**config.mk**
```make
export PLATFORM = sky130hd
export DESIGN_NAME = serial_adder_ctrl
export DESIGN_NICKNAME = d
export VERILOG_FILES = /design/src/rtl/serial_adder_pkg.sv /design/src/rtl/fa_cell.sv /design/src/rtl/serial_adder_ctrl.sv
export SDC_FILE = /design/constraint.sdc
export NUM_CORES = 1
export LEC_CHECK = 0
export CAP_MARGIN = 0
export CORE_AREA = 2 2 47 49
export DETAILED_ROUTE_END_ITERATION = 6
export DIE_AREA = 0 0 49 51
export PLACE_DENSITY = 0.87
export RECOVER_POWER = 50
export SLEW_MARGIN = 20
export SYNTH_ARGS = -nofsm -noshare
export SYNTH_HDL_FRONTEND = slang
export SYNTH_SLANG_ARGS = --single-unit
```
**constraint.sdc**
```tcl
create_clock -name clk -period 2.4 [get_ports clk]
set_input_delay 0.72 -clock clk [delete_from_list [all_inputs] [get_ports clk]]
set_output_delay 0.72 -clock clk [all_outputs]
set_load 0.02 [all_outputs]
```
**src/rtl/serial_adder_pkg.sv**
```systemverilog
// Shared types and defaults for the bit-serial adder engine.
package serial_adder_pkg;

  typedef enum logic [1:0] {
    IDLE  = 2'b00,
    SHIFT = 2'b01,
    DONE  = 2'b10
  } state_t;

  localparam int DEFAULT_WIDTH = 4;

endpackage

```
**src/rtl/fa_cell.sv**
```systemverilog
// Single 1-bit full adder; the only arithmetic element of the serial adder.
module fa_cell (
  input  logic a,
  input  logic b,
  input  logic cin,
  output logic s,
  output logic cout
);

  assign s    = a ^ b ^ cin;
  assign cout = (a & b) | (cin & (a ^ b));

endmodule

```
**src/rtl/serial_adder_ctrl.sv**
```systemverilog
// Bit-serial adder: one full-adder cell walks LSB-first over latched operands,
// producing sum, carry-out and signed overflow WIDTH+1 cycles after start.
module serial_adder_ctrl
  import serial_adder_pkg::*;
#(
  parameter int WIDTH = DEFAULT_WIDTH
) (
  input  logic             clk,
  input  logic             rst,
  input  logic             start,
  input  logic [WIDTH-1:0] a,
  input  logic [WIDTH-1:0] b,
  input  logic             cin,
  output logic             busy,
  output logic             done,
  output logic [WIDTH-1:0] s,
  output logic             cout,
  output logic             overflow
);

  localparam int CNT_W = $clog2(WIDTH + 1);

  state_t           state;
  state_t           next_state;
  logic [WIDTH-1:0] a_sr;
  logic [WIDTH-1:0] b_sr;
  logic [WIDTH-1:0] sum_sr;
  logic             carry;
  logic             c_msb;
  logic [CNT_W-1:0] cnt;
  logic             cell_s;
  logic             cell_cout;
  logic             last_bit;
  logic             load;

  fa_cell u_fa_cell (
    .a    (a_sr[0]),
    .b    (b_sr[0]),
    .cin  (carry),
    .s    (cell_s),
    .cout (cell_cout)
  );

  assign last_bit = (cnt == CNT_W'(WIDTH - 1));

  always_ff @(posedge clk) begin
    if (rst) begin
      state <= IDLE;
    end else begin
      state <= next_state;
    end
  end

  // DONE accepts a new start exactly like IDLE so adds can run back-to-back.
  always_comb begin
    next_state = state;
    busy       = 1'b0;
    done       = 1'b0;
    load       = 1'b0;
    case (state)
      IDLE: begin
        if (start) begin
          load       = 1'b1;
          next_state = SHIFT;
        end
      end
      SHIFT: begin
        busy = 1'b1;
        if (last_bit) begin
          next_state = DONE;
        end
      end
      DONE: begin
        done = 1'b1;
        if (start) begin
          load       = 1'b1;
          next_state = SHIFT;
        end else begin
          next_state = IDLE;
        end
      end
      default: begin
        next_state = IDLE;
      end
    endcase
  end

  // The carry leaving bit WIDTH-2 is the carry into the MSB, needed for overflow.
  always_ff @(posedge clk) begin
    if (rst) begin
      a_sr     <= '0;
      b_sr     <= '0;
      sum_sr   <= '0;
      carry    <= 1'b0;
      c_msb    <= 1'b0;
      cnt      <= '0;
      s        <= '0;
      cout     <= 1'b0;
      overflow <= 1'b0;
    end else if (load) begin
      a_sr  <= a;
      b_sr  <= b;
      carry <= cin;
      cnt   <= '0;
    end else if (state == SHIFT) begin
      sum_sr <= {cell_s, sum_sr[WIDTH-1:1]};
      a_sr   <= a_sr >> 1;
      b_sr   <= b_sr >> 1;
      carry  <= cell_cout;
      cnt    <= cnt + 1'b1;
      if (cnt == CNT_W'(WIDTH - 2)) begin
        c_msb <= cell_cout;
      end
      if (last_bit) begin
        s        <= {cell_s, sum_sr[WIDTH-1:1]};
        cout     <= cell_cout;
        overflow <= c_msb ^ cell_cout;
      end
    end
  end

endmodule

```
==> metrics list <==
* Peak ir drop on the vdd network: 0.4487 mV
- Xor-xnor portion of the synthesized cell area: 0.01757
- The initialized floorplan defines 17 standard-cell rows.
- The floorplan step defined a core boundary enclosing between 2000 and 2500 um2.
- Final worst-path cycle share: 0.9609
- Die area: approximately 2500 um2
* Number of antenna-violating nets in the routed design: 0
* CTS tree: done
- Of the total synthesized cell area, the portion taken by full adders, half adders and majority gates is 0.05772.
- Buffers placed on the I/O ports in this run total 19.
- Simple-gate area share of the yosys netlist: 0.2208
* GR Overflow Total: 0
* First-pass GRT wire length: 3.353 mm
* Y dimension of the die: between 50 and 60 um
- Max-capacitance violation count: 0
* Combined area of the multi-input logic cells: approximately 470 um2
- Total number of yosys warnings: 0
* Wirelength per Cell: between 10 and 15 um
- Combined flip-flop and latch cell area: 480.5 um2
* Inserted Clock Buffers: 3
- CP Launch Type: flip-flop
- The number of endpoints with negative hold slack in the final report was 0.
* Max stage delay cell, worst path: sky130_fd_sc_hd__clkdlybuf4s50_1
* Total routing resource utilization after global routing: 0.1697
* Initial Utilization: 0.4833
- In the final layout, the share of cells above drive strength 1 is 0.06154.
* Worst-path cell chain: nand2b_4 -> clkinv_2 -> clkdlybuf4s50_1
* Worst setup endpoint: busy
* Reg-to-reg endpoint: cnt[1]$_SDFFE_PP0P_
* Dominant synthesized flop cell: sky130_fd_sc_hd__dfxtp_1
* Routability congestion estimate: around 0.7
* Vias: between 800 and 900
* Critical Path Sink Type: output port
- Mean post-synth cell area: 8.904 um2
- In this run the most critical hold path is launched from cout$_SDFFE_PP0P_.
- Antenna diode instance count: 0
- Startpoint of the lowest-slack register-to-register path: state[0]$_SDFFE_PP0P_
* Setup TNS: 0 ns
- For the worst setup path, the data required time is 1.68 ns.
- Setup repair after global routing left no endpoint under its margin.
- Number of H-tree branching levels: 1
- Setup violations remaining at the end of the flow were counted as 0.
- The number of different library cells used by synthesis comes to 26.
- In this run the worst setup path begins at state[0]$_SDFFE_PP0P_.
* Hold Path Class: flip-flop to flip-flop
* Via count of the first global-routing pass: ~800
* Post-CTS setup buffer count: 0
* Syn Nets: approximately 130
* F_max: about 0.43 GHz
* Flops & latches, synth: 24
- I/O pins: 20
* Result of the run: finished, final reports clean
- CP Data Arrival Time: 1.59 ns
- The area fraction in compound gates after synthesis is 0.1368.
- After synthesis, the largest family of logic cells by area is simple AND/OR/NAND/NOR gates.
* Die Wd: 49 um
* Clock Root Buffer: sky130_fd_sc_hd__clkbuf_4
* Violation count after the first detailed-route iteration: 14
* HPWL after DPL: between 1 and 1.5 mm
- Dividing total power by cell area gives a power density of approximately 660 nW/um2.
- For the worst-skew pair, the clock arrives at the later sink with an insertion delay of 0.32 ns.
* Max Slew Vio Count: 0
- Compared with the post-synthesis result, the final layout area differs by 25.60%.
- Fin Hold WS: roughly 0.46 ns
- Antenna violations before repair: 0
- Drt drc: 0
* Share of cell area taken by muxes after synthesis: 0.03011
- CTS Sinks: 24
* Min Tclk post-route: 2.306 ns
* Final wirelength: 1.905 mm
- Fraction of synthesis flops using an asynchronous set or reset pin: 0
- Yosys mapped a number of flops with a built-in enable equal to 0.
* Total standard cell area after synthesis: 997.2 um2
* # nets final: between 100 and 150
* Measured slew at the worst slew-check pin: about 1 ns
- The worst register-to-register path has a depth of 5.
- Biggest cell delay along the critical path: around 0.59 ns
- Mean number of vias per cell: roughly 5.3
* Pleak: 0.4441 nW
* Maximum clock path buffer count: 2
* Register-to-register setup slack: roughly 0.48 ns
- Clock-pin slew on the worst setup and hold paths: 0.13 ns
- Of all nets on the critical path, the largest fanout is 12.
- Clock skew on the completed layout was measured at around 0.0021 ns.
- Entering global routing, the biggest net connects 25 pins.
- Syn Inst Count: 112
- Register area share after synthesis: 0.4818
- After filler insertion, the fill cell instance count of the layout stands at about 180.
* Count of TritonRoute iterations in the first routing pass: 4
- The worst setup path is of the flip-flop to output port kind.
- Rel. slew slack: 0.3516
==> flip-flops by register name, indices dropped and copies added, names as in the netlist <==
signal and count:
s 4, c_msb 1, carry 1, a_sr 4, b_sr 4, cnt 3
state 2, overflow 1, sum_sr 3, cout 1
==> cells in the final DEF, fill, tap and decap left out, drive strengths merged <==
cell type / netlist / final
a2111oi: 2 / 2
a21oi: 11 / 11
a22oi: 2 / 2
a311oi: 3 / 3
and4bb: 1 / 1
buf: 5 / 1
bufinv: 0 / 1
clkbuf: 3 / 5
clkdlybuf4s50: 0 / 18
clkinv: 1 / 1
dfxtp: 24 / 24
dlygate4sd3: 0 / 1
fa: 1 / 1
ha: 3 / 3
inv: 2 / 2
mux2i: 3 / 3
nand2: 18 / 18
nand2b: 2 / 2
nand3: 8 / 8
nand3b: 1 / 1
nor2: 8 / 8
nor2b: 2 / 2
nor3: 7 / 7
o21a: 1 / 1
o22ai: 2 / 2
xnor2: 1 / 1
xor2: 1 / 1
==> worst max-delay path, delay by kind of cell (launching register included) <==
kind                   cells  cell delay [ns]
buffers and inverters      2             0.66
flip-flops                 1             0.46
AND/OR/NAND/NOR            1             0.14
==> report_power, final <==
| part | internal [W] | leakage (nW) | switching, W | total (W) |
|---|---|---|---|---|
| registers | 0.000418 | 0.196 | 0.0000134 | 0.000431 |
| logic | 0.0000488 | 0.220 | 0.0000551 | 0.000104 |
| clock network | 0.000169 | 0.0279 | 0.000123 | 0.000292 |
==> what timing repair did <==
item	4_1_cts	5_1_grt
hold endpoints to repair	0	0
hold buffers	0	0
endpoints found under the setup margin	0	1
gates resized for setup	0	1
==> synth_stat cells (2+ instances only) <==
cell | n | area (um2)
sky130_fd_sc_hd__nand3_1 | 8 | 40.04
sky130_fd_sc_hd__buf_2 | 4 | 20.02
sky130_fd_sc_hd__nor3_1 | 7 | 35.03
sky130_fd_sc_hd__nor2b_1 | 2 | 12.51
sky130_fd_sc_hd__o22ai_1 | 2 | 12.51
sky130_fd_sc_hd__inv_1 | 2 | 7.510
sky130_fd_sc_hd__a2111oi_1 | 2 | 20.02
sky130_fd_sc_hd__ha_1 | 3 | 37.54
sky130_fd_sc_hd__mux2i_1 | 3 | 30.03
sky130_fd_sc_hd__nor2_1 | 8 | 30.03
sky130_fd_sc_hd__a311oi_1 | 3 | 26.28
sky130_fd_sc_hd__nand2_1 | 18 | 67.56
sky130_fd_sc_hd__a22oi_1 | 2 | 15.01
sky130_fd_sc_hd__a21oi_1 | 11 | 55.05
sky130_fd_sc_hd__clkbuf_1 | 3 | 11.26
sky130_fd_sc_hd__dfxtp_1 | 24 | 480.5
==> layer usage <==
metal / up-vias / track usage / wire length [um]
li1: 425 / - / -
met5: - / 0 / 0
met3: 6 / 0.03216 / 64
met1: 393 / 0.1848 / 841
met4: 0 / 0.07143 / 39
met2: 16 / 0.3219 / 960
==> worst min-delay path by stage <==
stage | to | cells after the start
2_1_floorplan | sum_sr[1]$_SDFFE_PP0P_ | 2
5_1_grt | cout$_SDFFE_PP0P_ | 2
3_3_place_gp | overflow$_SDFFE_PP0P_ | 2
3_5_place_dp | cout$_SDFFE_PP0P_ | 2
6_report | cout$_SDFFE_PP0P_ | 2
4_1_cts | cout$_SDFFE_PP0P_ | 2
==> cells by family (layout without fill, tap and decap cells) <==
group           count (synthesis)  after routing
flops                          24             24
buf+inv                        11             29
compound gates                 21             21
simple gates                   47             47
mux                             3              3
fa+ha+maj                       4              4
xor+xnor                        2              2
==> per-stage QoR <==
| step | total power [W] | utilization | instances | area, um2 | setup slack [ns] |
|---|---|---|---|---|---|
| 6_report | 0.0008269 | 0.6070 | 158 | 1252 | 0.09380 |
| 5_1_grt | 0.0008597 | 0.6070 | 158 | 1252 | 0.003915 |
| 4_1_cts | 0.0008286 | 0.6082 | 158 | 1255 | 0.03760 |
| 3_5_place_dp | 0.0005436 | 0.5828 | 154 | 1202 | 0.4020 |
| 3_3_place_gp | 0.0005391 | 0.5828 | 154 | 1202 | 0.4215 |
| 2_1_floorplan | 0.0005071 | - | 112 | 997.2 | 0.8959 |
==> cell type report <==
type	count	area share
clock inverter	1	0.02398
tap	28	0.02797
timing repair buffer	22	0.1638
sequential	24	0.3836
multi-input combinational	77	0.3726
inverter	3	0.009990
clock buffer	3	0.01798
Power figures use the tool's default switching activity.
